<file path="src/rtl/uart_pkg.sv">
`default_nettype none
// +--------------------------------------------------------------------+
// | uart_pkg : receiver FSM state type and bit-period helper           |
// | Revision : 1.0                                                     |
// +--------------------------------------------------------------------+
package uart_pkg;

  typedef enum logic [2:0] {
    IDLE   = 3'd0,
    START  = 3'd1,
    DATA   = 3'd2,
    PARITY = 3'd3,
    STOP   = 3'd4,
    BREAK  = 3'd5
  } rx_state_t;

  function automatic int uart_bit_cycles(input int clk_hz, input int baud);
    return clk_hz / baud;
  endfunction

endpackage
`default_nettype wire

</file>
<file path="src/rtl/uart_fifo.sv">
`default_nettype none
// +--------------------------------------------------------------------+
// | uart_fifo : synchronous first-word-fall-through FIFO               |
// | Revision  : 1.0                                                    |
// +--------------------------------------------------------------------+
module uart_fifo #(
  parameter int WIDTH = 8,
  parameter int DEPTH = 16
) (
  input  logic                   clk,
  input  logic                   rst,
  input  logic                   push,
  input  logic [WIDTH-1:0]       wr_data,
  input  logic                   pop,
  output logic [WIDTH-1:0]       rd_data,
  output logic                   full,
  output logic                   empty,
  output logic [$clog2(DEPTH):0] count
);

  localparam int AW = $clog2(DEPTH);
  localparam logic [AW:0]   FULL_CNT = (AW+1)'(DEPTH);
  localparam logic [AW:0]   CNT_ONE  = (AW+1)'(1);
  localparam logic [AW-1:0] PTR_ONE  = AW'(1);

  logic [WIDTH-1:0] mem [DEPTH];
  logic [AW-1:0]    wr_ptr;
  logic [AW-1:0]    rd_ptr;
  logic             do_push;
  logic             do_pop;

  assign empty   = (count == '0);
  assign full    = (count == FULL_CNT);
  assign do_pop  = pop && !empty;
  // A pop in the same cycle frees the slot a push into a full FIFO needs
  assign do_push = push && (!full || do_pop);
  assign rd_data = empty ? '0 : mem[rd_ptr];

  always_ff @(posedge clk) begin
    if (do_push) mem[wr_ptr] <= wr_data;
  end

  always_ff @(posedge clk or posedge rst) begin
    if (rst) begin
      wr_ptr <= '0;
      rd_ptr <= '0;
      count  <= '0;
    end else begin
      if (do_push) wr_ptr <= wr_ptr + PTR_ONE;
      if (do_pop)  rd_ptr <= rd_ptr + PTR_ONE;
      case ({do_push, do_pop})
        2'b10:   count <= count + CNT_ONE;
        2'b01:   count <= count - CNT_ONE;
        default: count <= count;
      endcase
    end
  end

endmodule
`default_nettype wire

</file>
<file path="src/rtl/uart_receiver.sv">
`default_nettype none
// +--------------------------------------------------------------------+
// | uart_receiver : 8N1 UART receiver with FWFT receive FIFO           |
// | Option   : UART_RX_PARITY_EN selects 8E1 framing and parity_err    |
// | Revision : 1.0                                                     |
// +--------------------------------------------------------------------+
module uart_receiver
  import uart_pkg::*;
#(
  parameter int CLOCK_FREQ  = 100_000_000,
  parameter int BAUD_RATE   = 115200,
  parameter int BUFFER_SIZE = 16
) (
  input  logic                         clk,
  input  logic                         rst,
  input  logic                         rx,
  input  logic                         rd_en,
  input  logic                         err_clear,
  output logic [7:0]                   rd_data,
  output logic                         rx_empty,
  output logic                         rx_full,
  output logic [$clog2(BUFFER_SIZE):0] rx_count,
  output logic                         frame_err,
  output logic                         overrun_err
`ifdef UART_RX_PARITY_EN
  ,
  output logic                         parity_err
`endif
);

  localparam int BIT_CYCLES = uart_bit_cycles(CLOCK_FREQ, BAUD_RATE);
  localparam int HALF       = BIT_CYCLES / 2;
  localparam int CW         = $clog2(BIT_CYCLES);
  localparam logic [CW-1:0] BIT_LAST = CW'(BIT_CYCLES - 1);
  // Counter starts the cycle after t0, so HALF-2 lands on t0+HALF-1
  localparam logic [CW-1:0] HALF_LAST = CW'(HALF - 2);

  logic            rx_meta, rxs;
  rx_state_t       state, state_n;
  logic [CW-1:0]   cnt, cnt_n;
  logic [2:0]      bit_idx, bit_idx_n;
  logic [7:0]      shreg, shreg_n;
  logic            push, frame_set, overrun_set;
`ifdef UART_RX_PARITY_EN
  logic            parity_set;
`endif

  uart_fifo #(.WIDTH(8), .DEPTH(BUFFER_SIZE)) u_fifo (
    .clk     (clk),
    .rst     (rst),
    .push    (push),
    .wr_data (shreg),
    .pop     (rd_en),
    .rd_data (rd_data),
    .full    (rx_full),
    .empty   (rx_empty),
    .count   (rx_count)
  );

  assign overrun_set = push && rx_full && !rd_en;

  always_comb begin
    state_n   = state;
    cnt_n     = cnt + CW'(1);
    bit_idx_n = bit_idx;
    shreg_n   = shreg;
    push      = 1'b0;
    frame_set = 1'b0;
`ifdef UART_RX_PARITY_EN
    parity_set = 1'b0;
`endif
    case (state)
      IDLE: begin
        cnt_n = '0;
        if (!rxs) state_n = START;
      end
      START: begin
        if (cnt == HALF_LAST) begin
          cnt_n     = '0;
          bit_idx_n = '0;
          state_n   = rxs ? IDLE : DATA;
        end
      end
      DATA: begin
        if (cnt == BIT_LAST) begin
          cnt_n     = '0;
          shreg_n   = {rxs, shreg[7:1]};
          bit_idx_n = bit_idx + 3'd1;
`ifdef UART_RX_PARITY_EN
          if (bit_idx == 3'd7) state_n = PARITY;
`else
          if (bit_idx == 3'd7) state_n = STOP;
`endif
        end
      end
`ifdef UART_RX_PARITY_EN
      PARITY: begin
        if (cnt == BIT_LAST) begin
          cnt_n      = '0;
          parity_set = (rxs != ^shreg);
          state_n    = STOP;
        end
      end
`endif
      STOP: begin
        if (cnt == BIT_LAST) begin
          cnt_n = '0;
          if (rxs) begin
            push    = 1'b1;
            state_n = IDLE;
          end else begin
            frame_set = 1'b1;
            state_n   = BREAK;
          end
        end
      end
      BREAK: begin
        cnt_n = '0;
        if (rxs) state_n = IDLE;
      end
      default: begin
        cnt_n   = '0;
        state_n = IDLE;
      end
    endcase
  end

  always_ff @(posedge clk or posedge rst) begin
    if (rst) begin
      rx_meta     <= 1'b1;
      rxs         <= 1'b1;
      state       <= IDLE;
      cnt         <= '0;
      bit_idx     <= '0;
      shreg       <= '0;
      frame_err   <= 1'b0;
      overrun_err <= 1'b0;
`ifdef UART_RX_PARITY_EN
      parity_err  <= 1'b0;
`endif
    end else begin
      rx_meta     <= rx;
      rxs         <= rx_meta;
      state       <= state_n;
      cnt         <= cnt_n;
      bit_idx     <= bit_idx_n;
      shreg       <= shreg_n;
      frame_err   <= frame_set | (frame_err & ~err_clear);
      overrun_err <= overrun_set | (overrun_err & ~err_clear);
`ifdef UART_RX_PARITY_EN
      parity_err  <= parity_set | (parity_err & ~err_clear);
`endif
    end
  end

endmodule
`default_nettype wire

</file>
<file path="config.mk">
export PLATFORM = sky130hd
export DESIGN_NAME = uart_receiver
export DESIGN_NICKNAME = d
export VERILOG_FILES = /design/src/rtl/uart_pkg.sv /design/src/rtl/uart_fifo.sv /design/src/rtl/uart_receiver.sv
export SDC_FILE = /design/constraint.sdc
export NUM_CORES = 1
export LEC_CHECK = 0
export BUFFER_PORTS_ARGS = -buffer_cell sky130_fd_sc_hd__clkbuf_2
export CORE_ASPECT_RATIO = 1.5
export CORE_MARGIN = 4
export CORE_UTILIZATION = 55
export CTS_CLUSTER_DIAMETER = 40
export DETAILED_ROUTE_END_ITERATION = 10
export GPL_ROUTABILITY_DRIVEN = 1
export PLACE_DENSITY_LB_ADDON = 0.12
export SETUP_SLACK_MARGIN = 0.4
export SLEW_MARGIN = 20
export SYNTH_ARGS = -nofsm -noshare
export SYNTH_HDL_FRONTEND = slang
export SYNTH_SLANG_ARGS = --single-unit
</file>
<file path="constraint.sdc">
create_clock -name clk -period 8.48 [get_ports clk]
set_clock_uncertainty 0.2 [all_clocks]
set_input_delay 1.272 -clock clk [delete_from_list [all_inputs] [get_ports clk]]
set_output_delay 1.272 -clock clk [all_outputs]
set_load 0.01 [all_outputs]
</file>
==> results.md, run 1 <==
- Status: finished, final reports clean
- Fin nets: 470
- Worst Hold Depth: 0
- Mapped Avg Cell Area: 16.9 sq um
- Ys flop type: edfxtp_1
- Sink of the worst hold path: rxs$_DFF_PP1_
- FMAX: 243 MHz
- Die X: 102 um
- Comb power frac: 16.0%
- Fin crit period: 4.12 ns
- Core Area: 0.0130 sq mm
- Worst slew pin tran: 0.968 ns
- Critical Path RT: 7.01 ns
- Worst min path class: register to register
- Design area: 0.00811 sq mm
- GR Util All Layers: 19.7%
- Period Utilization, post-route: 48.5%
- Worst setup EP type: primary output
- Vias/cell: 5.95
- EDFF count, synth: 128
- CTS buffer count: 17
- PortBufs: 21
- Starting Density: 55.9%
- Vias in the first global route: 3872
- Fillers: 953
- Clk root buf: clkbuf_16
- Resized Gates After CTS: 0
- Seq pwr share: 44.3%
- Reg clk slew, reported paths: 0.06 ns
- Post-DP Area: 0.00745 sq mm
- Clock Sinks: 169
- Async SR Flop Fraction: 24.3%
- DRT iter0 DRCs: 165
- Drc violations: 0
- Setup bufs post-CTS: 0
- Post-synthesis sequential area ratio: 67.3%
- Die H: 148 um
- Worst-path fanout max: 32
- Switching Fraction: 26.3%
- Pwr dens: 267 mW/mm^2
- Clock Latency Late Sink: 0.42 ns
- Mapped cell area: 0.00724 sq mm
- Worst setup path category: register to primary output
- Clock network fraction of design power: 39.7%
- Synthesis-to-finish area growth: 12.1%
- CTS tree: built
- Setup_tns: 0 ns
- Worst R2R Setup Slack: 4.85 ns
- Fin. Hold Viols: 0
- Worst vdd ir: 161 uV
- Initial antenna violation count: 0
- LEAKAGE: 3.31 nW
- Hold buffers post-CTS: 0
- Worst Min Path Start: rx_meta$_DFF_PP1_
- Switch Pwr: 570 uW
- GRT Residual Overflow: 0
- Drt wl/cell: 21.7 um
- First-pass GRT wire length: 21500 um
- CP startpoint kind: register
- Syn_nets: 446
- # diodes: 0
- Routed via count: 3711
- Top Ports: 22
- RSZ-0062 raised after global routing: no
- Post-route ant nets: 0
- Crit Reg-Reg Endpoint: u_fifo.count[4]$_DFFE_PP0P_
- Final setup violation count: 0
- Worst r2r src: cnt[0]$_DFF_PP0_
- Routability cong.: 0.772
- Rel. slew slack: 35.2%
- Max Root-Sink Buffers: 2
- Mapped Cells: 428
- Share of cells above drive strength 1: 21.5%
- Power Internal: 1.59 mW
- Final HPWL DP: 8750 um
- H-tree Lvls: 4
- Count of unique library cells instantiated by Yosys: 56
- Row cnt: 51
- Largest net degree at the start of global routing: 42
- Post-detailed-routing wire length: 13500 um
- Data arrival, critical path: 2.64 ns
- Flops & latches, synth: 169
- DRT Pass-1 Iters: 4
- Max_cap viols: 0
- Reg2reg path depth: 10
- Synth warn: 0
- Final Max Slew Viols: 0
- Die footprint: 0.0151 sq mm
==> cell usage after synthesis, drive strengths merged (11+ instances only) <==
library cell  count  area share [%]
mux4             32              11
nor2             27             1.4
nand4            11             1.0
inv              14            0.73
ha               13             2.2
a211oi           16             1.7
nand2            12            0.62
xnor2            11             1.3
edfxtp          128              53
mux2             11             1.7
buf              19             1.8
dfrtp            39              13
==> power groups by stage <==
stage          registers, mW  clock network, mW  logic [mW]
2_1_floorplan          0.947                  0       0.309
3_3_place_gp           0.971                  0       0.350
3_5_place_dp           0.974                  0       0.353
4_1_cts                0.956              0.874       0.354
5_1_grt                0.962              0.912       0.382
6_report               0.957              0.858       0.347
==> per-layer routing <==
metal	share of wire, %	track usage, %
met1	40	24.4
met2	56	34.6
met3	3.0	3.80
met4	1.2	6.59
met5	0	0
==> per-stage QoR <==
| step | utilization, % | setup slack, ns | hold slack [ns] | total power [mW] | std cells |
|---|---|---|---|---|---|
| detailed placement | 57.5 | 4.51 | 0.151 | 1.33 | 592 |
| floorplan | - | 5.01 | 0.145 | 1.26 | 428 |
| finish | 62.6 | 4.36 | 0.159 | 2.16 | 624 |
| global route | 62.6 | 4.19 | 0.165 | 2.26 | 624 |
| global placement | 57.5 | 4.72 | 0.149 | 1.32 | 592 |
| CTS | 62.6 | 4.33 | 0.160 | 2.18 | 624 |
==> registers in the layout, summed over array words and instances (netlist names) <==
register,cells
frame_err,1
shreg,8
overrun_err,1
bit_idx,3
rxs,1
u_fifo.rd_ptr,4
u_fifo.mem,128
state,3
cnt,10
rx_meta,1
u_fifo.count,5
u_fifo.wr_ptr,4
==> worst max-delay path, stage by stage, from the launching register on <==
cell,delay (ns)
dfrtp_1,0.39
buf_4,0.47
mux4_2,0.56
nor2b_1,0.18
a211oi_1,0.37
a211oi_1,0.09
clkbuf_2,0.16
==> area by class of cell <==
type                            instances  area, sq um  area share [%]
Clock buffer                           18          429            5.29
Timing Repair Buffer                   29          165            2.04
Tap cell                              159          199            2.45
Sequential cell                       169         4870            60.1
Inverter                               14         52.6           0.648
Clock inverter                         14          233            2.87
Multi-Input combinational cell        221         2160            26.6
==> logic make-up (layout without fill, tap and decap cells) <==
group	count (synthesis)	in the layout	share of synthesized area, %
AOI/OAI and AO/OA	41	41	4.25
adders and majority gates	13	13	2.25
and+or+nand+nor	99	99	7.90
muxes	51	51	13.4
DFF	169	169	67.3
buffers and inverters	38	75	2.80
xor gates and xnor gates	17	17	2.06
==> worst max-delay path by stage <==
stage	start	end	slack (ns)
after floorplan	rd_en	u_fifo.count[4]$_DFFE_PP0P_	5.01
after global placement	rd_en	u_fifo.count[4]$_DFFE_PP0P_	4.72
after detailed placement	rd_en	u_fifo.count[4]$_DFFE_PP0P_	4.51
after CTS	u_fifo.rd_ptr[1]$_DFFE_PP0P_	rd_data[5]	4.33
after global routing	u_fifo.rd_ptr[1]$_DFFE_PP0P_	rd_data[4]	4.19
final	u_fifo.rd_ptr[1]$_DFFE_PP0P_	rd_data[5]	4.36
==> cells in the final DEF (no fill, tap or decap), types with 6 or more instances in the layout <==
cell         n
mux4_1      12
nand4_1     10
ha_1        13
nand2_1     12
inv_1       14
xnor2_1     11
mux2i_1      8
nor2_1      27
nor2b_1     10
edfxtp_1   128
a211oi_1    16
mux2_2      10
clkbuf_16   17
clkbuf_2    21
mux4_2      20
nand3_1      7
dfrtp_1     39
buf_4        8
xor2_1       6
Power figures use the tool's default switching activity.
==> inputs of run 2 (changes only) <==
--- a/config.mk
+++ b/config.mk
@@ -5,6 +5,7 @@
 export SDC_FILE = /design/constraint.sdc
 export NUM_CORES = 1
 export LEC_CHECK = 0
+export ABC_AREA = 1
 export BUFFER_PORTS_ARGS = -buffer_cell sky130_fd_sc_hd__clkbuf_2
 export CORE_ASPECT_RATIO = 1.5
 export CORE_MARGIN = 4
==> constraint.sdc (replaced) <==
create_clock -name clk -period 4.1 [get_ports clk]
set_clock_uncertainty 0.2 [all_clocks]
set_input_delay 0.615 -clock clk [delete_from_list [all_inputs] [get_ports clk]]
set_output_delay 0.615 -clock clk [all_outputs]
set_load 0.01 [all_outputs]
==> results.md, run 2 <==
- Status: finished, final reports clean (unchanged)
- Resized Gates After CTS: 0 (unchanged)
- DRT Pass-1 Iters: 6 (was 4)
- H-tree Lvls: 4 (unchanged)
- Die footprint: 0.0156 sq mm (was 0.0151 sq mm)
- Critical Path RT: 3.28 ns (was 7.01 ns)
- Vias/cell: 5.49 (was 5.95)
- Starting Density: 55.8% (was 55.9%)
- Die H: 151 um (was 148 um)
- Routed via count: 5043 (was 3711)
- Async SR Flop Fraction: 24.3% (unchanged)
- Top cells by area, synth: edfxtp_1 (51%), dfrtp_1 (13%), nand2_1 (12%) (was edfxtp_1 (53%), dfrtp_1 (13%), mux4_2 (6.2%))
- Met2 Resource Use GR: 38.7% (was 34.6%)
- Worst min path class: input port to register (was register to register)
- Final Max Slew Viols: 0 (unchanged)
- PortBufs: 21 (unchanged)
- Setup_tns: 0 ns (unchanged)
- Crit Reg-Reg Endpoint: u_fifo.count[4]$_DFFE_PP0P_ (unchanged)
- Synthesis-to-finish area growth: 10.1% (was 12.1%)
- Hold buffers post-CTS: 0 (unchanged)
- LEAKAGE: 3.63 nW (was 3.31 nW)
- Sink of the worst hold path: rx_meta$_DFF_PP1_ (was rxs$_DFF_PP1_)
- Most frequent CP cell: nand2_1 (was a211oi_1)
- Grt met1 use: 26.0% (was 24.4%)
- Routability cong.: 0.858 (was 0.772)
- Worst setup path category: register to primary output (unchanged)
- Top Ports: 22 (unchanged)
- Reg2reg path depth: 15 (was 10)
- Final HPWL DP: 10400 um (was 8750 um)
- CTS buffer count: 17 (unchanged)
- FMAX: 310 MHz
- Rel. slew slack: 44.6% (was 35.2%)
- Worst-path fanout max: 39 (was 32)
- Most common cell in the netlist: nand2_1 (was edfxtp_1)
- CTS tree: built (unchanged)
- Synth top area share: 51.2% (was 53.1%)
- Design area: 0.00827 sq mm (was 0.00811 sq mm)
- Pwr Total: 3.34 mW (was 2.16 mW)
- Setup bufs post-CTS: 0 (unchanged)
- Crit path max-delay family: buffers and inverters (unchanged)
- Fin crit period: 3.23 ns
- Clock Sinks: 169 (unchanged)
- Clock Latency Late Sink: 0.42 ns (about the same)
- Biggest register: u_fifo.mem (unchanged)
- Vias in the first global route: 4993 (was 3872)
- # diodes: 0 (unchanged)
- Worst slew pin tran: 0.828 ns (was 0.968 ns)
- Placed insts: 887 (was 592)
- Max_cap viols: 0 (unchanged)
- CP Cell Sequence: inv_2 > buf_4 > nand2_1 > nand3_1 > nand3_1 > nand2_1 > nand2_1 > a21oi_1 > clkbuf_2 (was buf_4 > mux4_2 > nor2b_1 > a211oi_1 > a211oi_1 > clkbuf_2)
- Fin. Hold Viols: 0 (unchanged)
- Initial antenna violation count: 0 (unchanged)
- Post-DP Area: 0.00770 sq mm (was 0.00745 sq mm)
- Worst Min Path Start: rx (was rx_meta$_DFF_PP1_)
- Flops & latches, synth: 169 (unchanged)
- RSZ-0062 raised after global routing: no (unchanged)
- Largest net degree at the start of global routing: 66 (was 42)
- Data arrival, critical path: 2.41 ns (was 2.64 ns)
- Core Area: 0.0135 sq mm (was 0.0130 sq mm)
- EDFF count, synth: 128 (unchanged)
- Worst r2r src: u_fifo.count[2]$_DFFE_PP0P_ (was cnt[0]$_DFF_PP0_)
- Drc violations: 0 (unchanged)
- Flip-flop count of the largest register after layout: 128 (unchanged)
- Die X: 103 um (was 102 um)
- Commonest non-fill, non-tap cell in the layout: nand2_1 (was edfxtp_1)
- Period Utilization, post-route: 78.7%
- Post-detailed-routing wire length: 15800 um (was 13500 um)
- Mapped cell area: 0.00751 sq mm (was 0.00724 sq mm)
- Met3 Usage GRT: 4.01% (was 3.80%)
- CP startpoint kind: register (unchanged)
- Share of cells above drive strength 1: 11.6% (was 21.5%)
- Largest registers: u_fifo.mem x128, cnt x10, shreg x8 (unchanged)
- Final cell count without fillers: 919 (was 624)
- Row cnt: 52 (was 51)
- Reg clk slew, reported paths: 0.06 ns (about the same)
- GRT Residual Overflow: 0 (unchanged)
- DRT iter0 DRCs: 248 (was 165)
- Worst R2R Setup Slack: 1.36 ns (was 4.85 ns)
- Synth warn: 0 (unchanged)
- Setup crit start: u_fifo.rd_ptr[0]$_DFFE_PP0P_ (was u_fifo.rd_ptr[1]$_DFFE_PP0P_)
- Worst Hold Depth: 1 (was 0)
- Count of unique library cells instantiated by Yosys: 35 (was 56)
- Fin nets: 762 (was 470)
- Post-synthesis sequential area ratio: 64.9% (was 67.3%)
- Syn_nets: 744 (was 446)
- CP max stage cell: buf_4 (was mux4_2)
- Crit-path max cell delay: 0.46 ns (was 0.56 ns)
- Max Root-Sink Buffers: 2 (unchanged)
- Ys flop type: edfxtp_1 (unchanged)
- GR Util All Layers: 21.9% (was 19.7%)
- Mapped Cells: 726 (was 428)
- Worst hold slack: 0.0723 ns (was 0.159 ns)
- Mapped Avg Cell Area: 10.3 sq um (was 16.9 sq um)
- Most instantiated cells after synthesis: nand2_1 (248), edfxtp_1 (128), nand3_1 (113) (was edfxtp_1 (128), dfrtp_1 (39), nor2_1 (27))
- Worst vdd ir: 257 uV (was 161 uV)
- Post-route ant nets: 0 (unchanged)
- Most Crowded Layer GR: met2 (unchanged)
- Pwr dens: 405 mW/mm^2 (was 267 mW/mm^2)
- Final setup violation count: 0 (unchanged)
- Highest-count cells in the layout ignoring fill and taps: nand2_1 (248), edfxtp_1 (128), nand3_1 (113) (was edfxtp_1 (128), dfrtp_1 (39), nor2_1 (27))
- Drt wl/cell: 17.2 um (was 21.7 um)
- Worst setup EP type: primary output (unchanged)
- First-pass GRT wire length: 25400 um (was 21500 um)
- Clk root buf: clkbuf_16 (unchanged)
- WP buf/inv: 3 (was 2)
- Leading area contributor after synthesis: edfxtp_1 (unchanged)
run 2: logic make-up (layout without fill, tap and decap cells):
logic type,Yosys count,in the layout,share of synthesized area [%]
buffers and inverters,76,107,4.70
AND/OR/NAND/NOR,435,435,25.5
XOR/XNOR,8,8,0.933
flip-flops,169,169,64.9
adder cells (fa/ha/maj),13,13,2.17
AO/OA/AOI/OAI,25,25,1.78
run 2: cell type report:
| class | count | area (sq um) |
|---|---|---|
| Timing Repair Buffer | 26 | 143 |
| Inverter | 49 | 194 |
| Sequential cell | 169 | 4870 |
| Fill cell | 1096 | 5200 |
| Tap cell | 162 | 203 |
| Multi-Input combinational cell | 481 | 2280 |
| Clock inverter | 12 | 121 |
| Clock buffer | 20 | 447 |
run 2: worst reg2reg max path: stages, from the launching register on:
cell and delay, ns:
dfrtp_1 0.45, nor2_2 0.15, nand2_2 0.08, nor2_4 0.33, inv_2 0.06, nand2_2 0.10
inv_2 0.08, ha_1 0.28, ha_1 0.35, inv_1 0.07, o21bai_1 0.18, inv_1 0.07
nand3_1 0.08, nand2_1 0.05, nand2_1 0.05, nand2_1 0.05
run 2: through the flow:
stage	worst slack (ns)	util, %
after global routing	0.655	61.4
final	0.874	61.4
after floorplan	1.72	-
after detailed placement	1.32	57.2
after CTS	0.872	61.4
after global placement	1.34	57.2
run 2: worst max path at each step:
stage | to | slack, ns | cells past startpoint
2_1_floorplan | u_fifo.count[4]$_DFFE_PP0P_ | 1.72 | 17
3_3_place_gp | rd_data[3] | 1.34 | 9
3_5_place_dp | rd_data[6] | 1.32 | 9
4_1_cts | rd_data[6] | 0.87 | 9
5_1_grt | rd_data[7] | 0.66 | 9
6_report | rd_data[3] | 0.87 | 9
run 2: power breakdown:
group	switching, mW	leakage, nW	internal [mW]
logic	0.0102	1.36	0.00229
clock network	0.649	0.263	0.859
registers	0.000605	2.01	1.82
total	0.660	3.63	2.68
run 2: routing by layer:
| layer | vias up | wire length [um] |
|---|---|---|
| li1 | 2473 | - |
| met1 | 2447 | 6450 |
| met2 | 95 | 8320 |
| met3 | 28 | 568 |
| met4 | 0 | 430 |
| met5 | - | 0 |
==> inputs of run 3 (changes only) <==
--- a/config.mk
+++ b/config.mk
@@ -5,7 +5,7 @@
 export SDC_FILE = /design/constraint.sdc
 export NUM_CORES = 1
 export LEC_CHECK = 0
-export ABC_AREA = 1
+export ABC_AREA = 0
 export BUFFER_PORTS_ARGS = -buffer_cell sky130_fd_sc_hd__clkbuf_2
 export CORE_ASPECT_RATIO = 1.5
 export CORE_MARGIN = 4
==> constraint.sdc (replaced) <==
create_clock -name clk -period 2.7 [get_ports clk]
set_clock_uncertainty 0.2 [all_clocks]
set_input_delay 0.405 -clock clk [delete_from_list [all_inputs] [get_ports clk]]
set_output_delay 0.405 -clock clk [all_outputs]
set_load 0.01 [all_outputs]
==> results.md, run 3 (same netlist as run 1, synthesis figures left out) <==
- Worst slew pin tran: 0.833 ns (was 0.828 ns)
- Die footprint: 0.0151 sq mm (was 0.0156 sq mm)
- Worst r2r src: u_fifo.count[1]$_DFFE_PP0P_ (was u_fifo.count[2]$_DFFE_PP0P_)
- PortBufs: 21 (unchanged)
- Commonest non-fill, non-tap cell in the layout: edfxtp_1 (was nand2_1)
- CTS buffer count: 17 (unchanged)
- Pwr Total: 7.22 mW (was 3.34 mW)
- GR Util All Layers: 22.2% (was 21.9%)
- CTS tree: built (unchanged)
- Design area: 0.00896 sq mm (was 0.00827 sq mm)
- H-tree Lvls: 4 (unchanged)
- Crit Reg-Reg Endpoint: u_fifo.count[4]$_DFFE_PP0P_ (unchanged)
- Core Util, Final: 69.1% (was 61.4%)
- Clock Latency Late Sink: 0.42 ns (about the same)
- DRT iter0 DRCs: 230 (was 248)
- Final Max Slew Viols: 0 (unchanged)
- Biggest register: u_fifo.mem (unchanged)
- Starting Density: 55.9% (was 55.8%)
- Worst min path class: input port to register (unchanged)
- Post-route ant nets: 0 (unchanged)
- Initial antenna violation count: 0 (unchanged)
- Reg2reg path depth: 10 (was 15)
- CP endpoint: rd_data[5] (was rd_data[3])
- Post-detailed-routing wire length: 15500 um (was 15800 um)
- Row cnt: 51 (was 52)
- Reg clk slew, reported paths: 0.06 ns (about the same)
- Worst vdd ir: 571 uV (was 257 uV)
- Crit path max-delay family: multiplexers (was buffers and inverters)
- Largest net degree at the start of global routing: 21 (was 66)
- Fin nets: 540 (was 762)
- Placed insts: 636 (was 887)
- Highest-count cells in the layout ignoring fill and taps: edfxtp_1 (128), buf_4 (56), dfrtp_1 (35) (was nand2_1 (248), edfxtp_1 (128), nand3_1 (113))
- Final setup violation count: 8 (was 0)
- CP max stage cell: mux4_2 (was buf_4)
- Die H: 148 um (was 151 um)
- CP Cell Sequence: buf_12 > buf_16 > mux4_2 > nor2b_4 > a211oi_2 > a211oi_1 > clkbuf_2 (was inv_2 > buf_4 > nand2_1 > nand3_1 > nand3_1 > nand2_1 > nand2_1 > a21oi_1 > clkbuf_2)
- Failing checks: setup timing
- Die X: 102 um (was 103 um)
- Setup crit start: u_fifo.rd_ptr[1]$_DFFE_PP0P_ (was u_fifo.rd_ptr[0]$_DFFE_PP0P_)
- Worst-path fanout max: 7 (was 39)
- Final HPWL DP: 9580 um (was 10400 um)
- Status: finished, violations left (was finished, final reports clean)
- Worst hold slack: 0.0754 ns (was 0.0723 ns)
- Core Area: 0.0130 sq mm (was 0.0135 sq mm)
- CP startpoint kind: register (unchanged)
- Vias in the first global route: 4255 (was 4993)
- Vias/cell: 5.82 (was 5.49)
- Largest registers: u_fifo.mem x128, cnt x10, shreg x8 (unchanged)
- Flip-flop count of the largest register after layout: 128 (unchanged)
- Worst setup path category: register to primary output (unchanged)
- Max_cap viols: 0 (unchanged)
- GRT Residual Overflow: 0 (unchanged)
- Drt wl/cell: 22.4 um (was 17.2 um)
- Critical Path Stages: 7 (was 9)
- FMAX: 355 MHz
- Clk root buf: clkbuf_16 (unchanged)
- LEAKAGE: 3.65 nW (was 3.63 nW)
- DRT Pass-1 Iters: 5 (was 6)
- Critical Path RT: 2.10 ns (was 3.28 ns)
- Fin crit period: 2.81 ns
- Max Root-Sink Buffers: 2 (unchanged)
- Setup WS post-layout: -0.113 ns (was 0.874 ns)
- Data arrival, critical path: 2.21 ns (was 2.41 ns)
- Period Utilization, post-route: 104%
- Place WS: -0.0378 ns (was 1.32 ns)
- Top Ports: 22 (unchanged)
- Pwr dens: 806 mW/mm^2 (was 405 mW/mm^2)
- Synthesis-to-finish area growth: 23.8% (was 10.1%)
- Routed via count: 4036 (was 5043)
- Final cell count without fillers: 694 (was 919)
- First-pass GRT wire length: 24200 um (was 25400 um)
- Share of cells above drive strength 1: 41.7% (was 11.6%)
- RSZ-0062 raised after global routing: yes (was no)
- Worst setup EP type: primary output (unchanged)
- Rel. slew slack: 44.5% (was 44.6%)
- Clock Sinks: 169 (unchanged)
- Crit-path max cell delay: 0.50 ns (was 0.46 ns)
- Routability cong.: 0.760 (was 0.858)
- Post-DP Area: 0.00787 sq mm (was 0.00770 sq mm)
- Worst Min Path Start: err_clear (was rx)
- Worst R2R Setup Slack: 0.10 ns (was 1.36 ns)
- # diodes: 0 (unchanged)
- WP buf/inv: 3 (unchanged)
- Setup_tns: -0.523 ns (was 0 ns)
- Drc violations: 0 (unchanged)
- Fin. Hold Viols: 0 (unchanged)
==> run 3: cell types whose count changed in the layout (fill, tap and decap cells not counted), sizes merged, moves of 9 or more <==
cell | previous run | this run
a211oi | 0 | 16
a21oi | 13 | 4
buf | 5 | 77
inv | 47 | 20
mux2 | 0 | 11
mux4 | 0 | 32
nand2 | 256 | 12
nand3 | 115 | 8
nor2 | 48 | 27
nor2b | 0 | 10
xnor2 | 1 | 11
==> run 3: worst min path at each step <==
| stage | slack (ns) | cells past startpoint | to |
|---|---|---|---|
| 3_5_place_dp | 0.15 | 0 | rxs$_DFF_PP1_ |
| 2_1_floorplan | 0.15 | 0 | rxs$_DFF_PP1_ |
| 5_1_grt | 0.1 | 3 | frame_err$_DFF_PP0_ |
| 3_3_place_gp | 0.15 | 0 | rxs$_DFF_PP1_ |
| 6_report | 0.08 | 3 | frame_err$_DFF_PP0_ |
| 4_1_cts | 0.06 | 3 | frame_err$_DFF_PP0_ |
==> run 3: where the power goes <==
| group | total, mW | internal, mW | switching, mW | leakage, nW |
|---|---|---|---|---|
| Sequential | 3.02 | 2.85 | 0.175 | 2.02 |
| Combinational | 1.87 | 1.01 | 0.869 | 1.36 |
| Clock | 2.33 | 1.30 | 1.03 | 0.269 |
| Total | 7.22 | 5.15 | 2.07 | 3.65 |
==> run 3: area by class of cell <==
type                       count  area, sq um
timing repair buffer          97          828
fill                         879         4000
multi-input combinational    223         2420
inverter                      14         57.6
clock inverter                13          136
tap                          159          199
sequential                   169         4880
clock buffer                  19          433
==> run 3: routing by layer <==
layer	routed length [um]	share of wire (%)	GRT usage [%]
met3	665	4.3	4.32
met1	5620	36	25.6
met2	8750	56	39.6
met4	496	3.2	9.45
met5	0	0	0
==> run 3: timing repair <==
item / CTS / global route
hold buffers: 2 / 0
gates cloned: 3 / 1
pin swaps: 22 / 15
endpoints found under the hold margin: 17 / 0
resized for setup: 61 / 24
buffers inserted: 12 / 8
setup endpoints to repair: 102 / 79
==> run 3: worst min-delay path: stages <==
cell and delay, ns:
clkbuf_2 0.08, inv_1 0.05, o2bb2ai_1 0.12
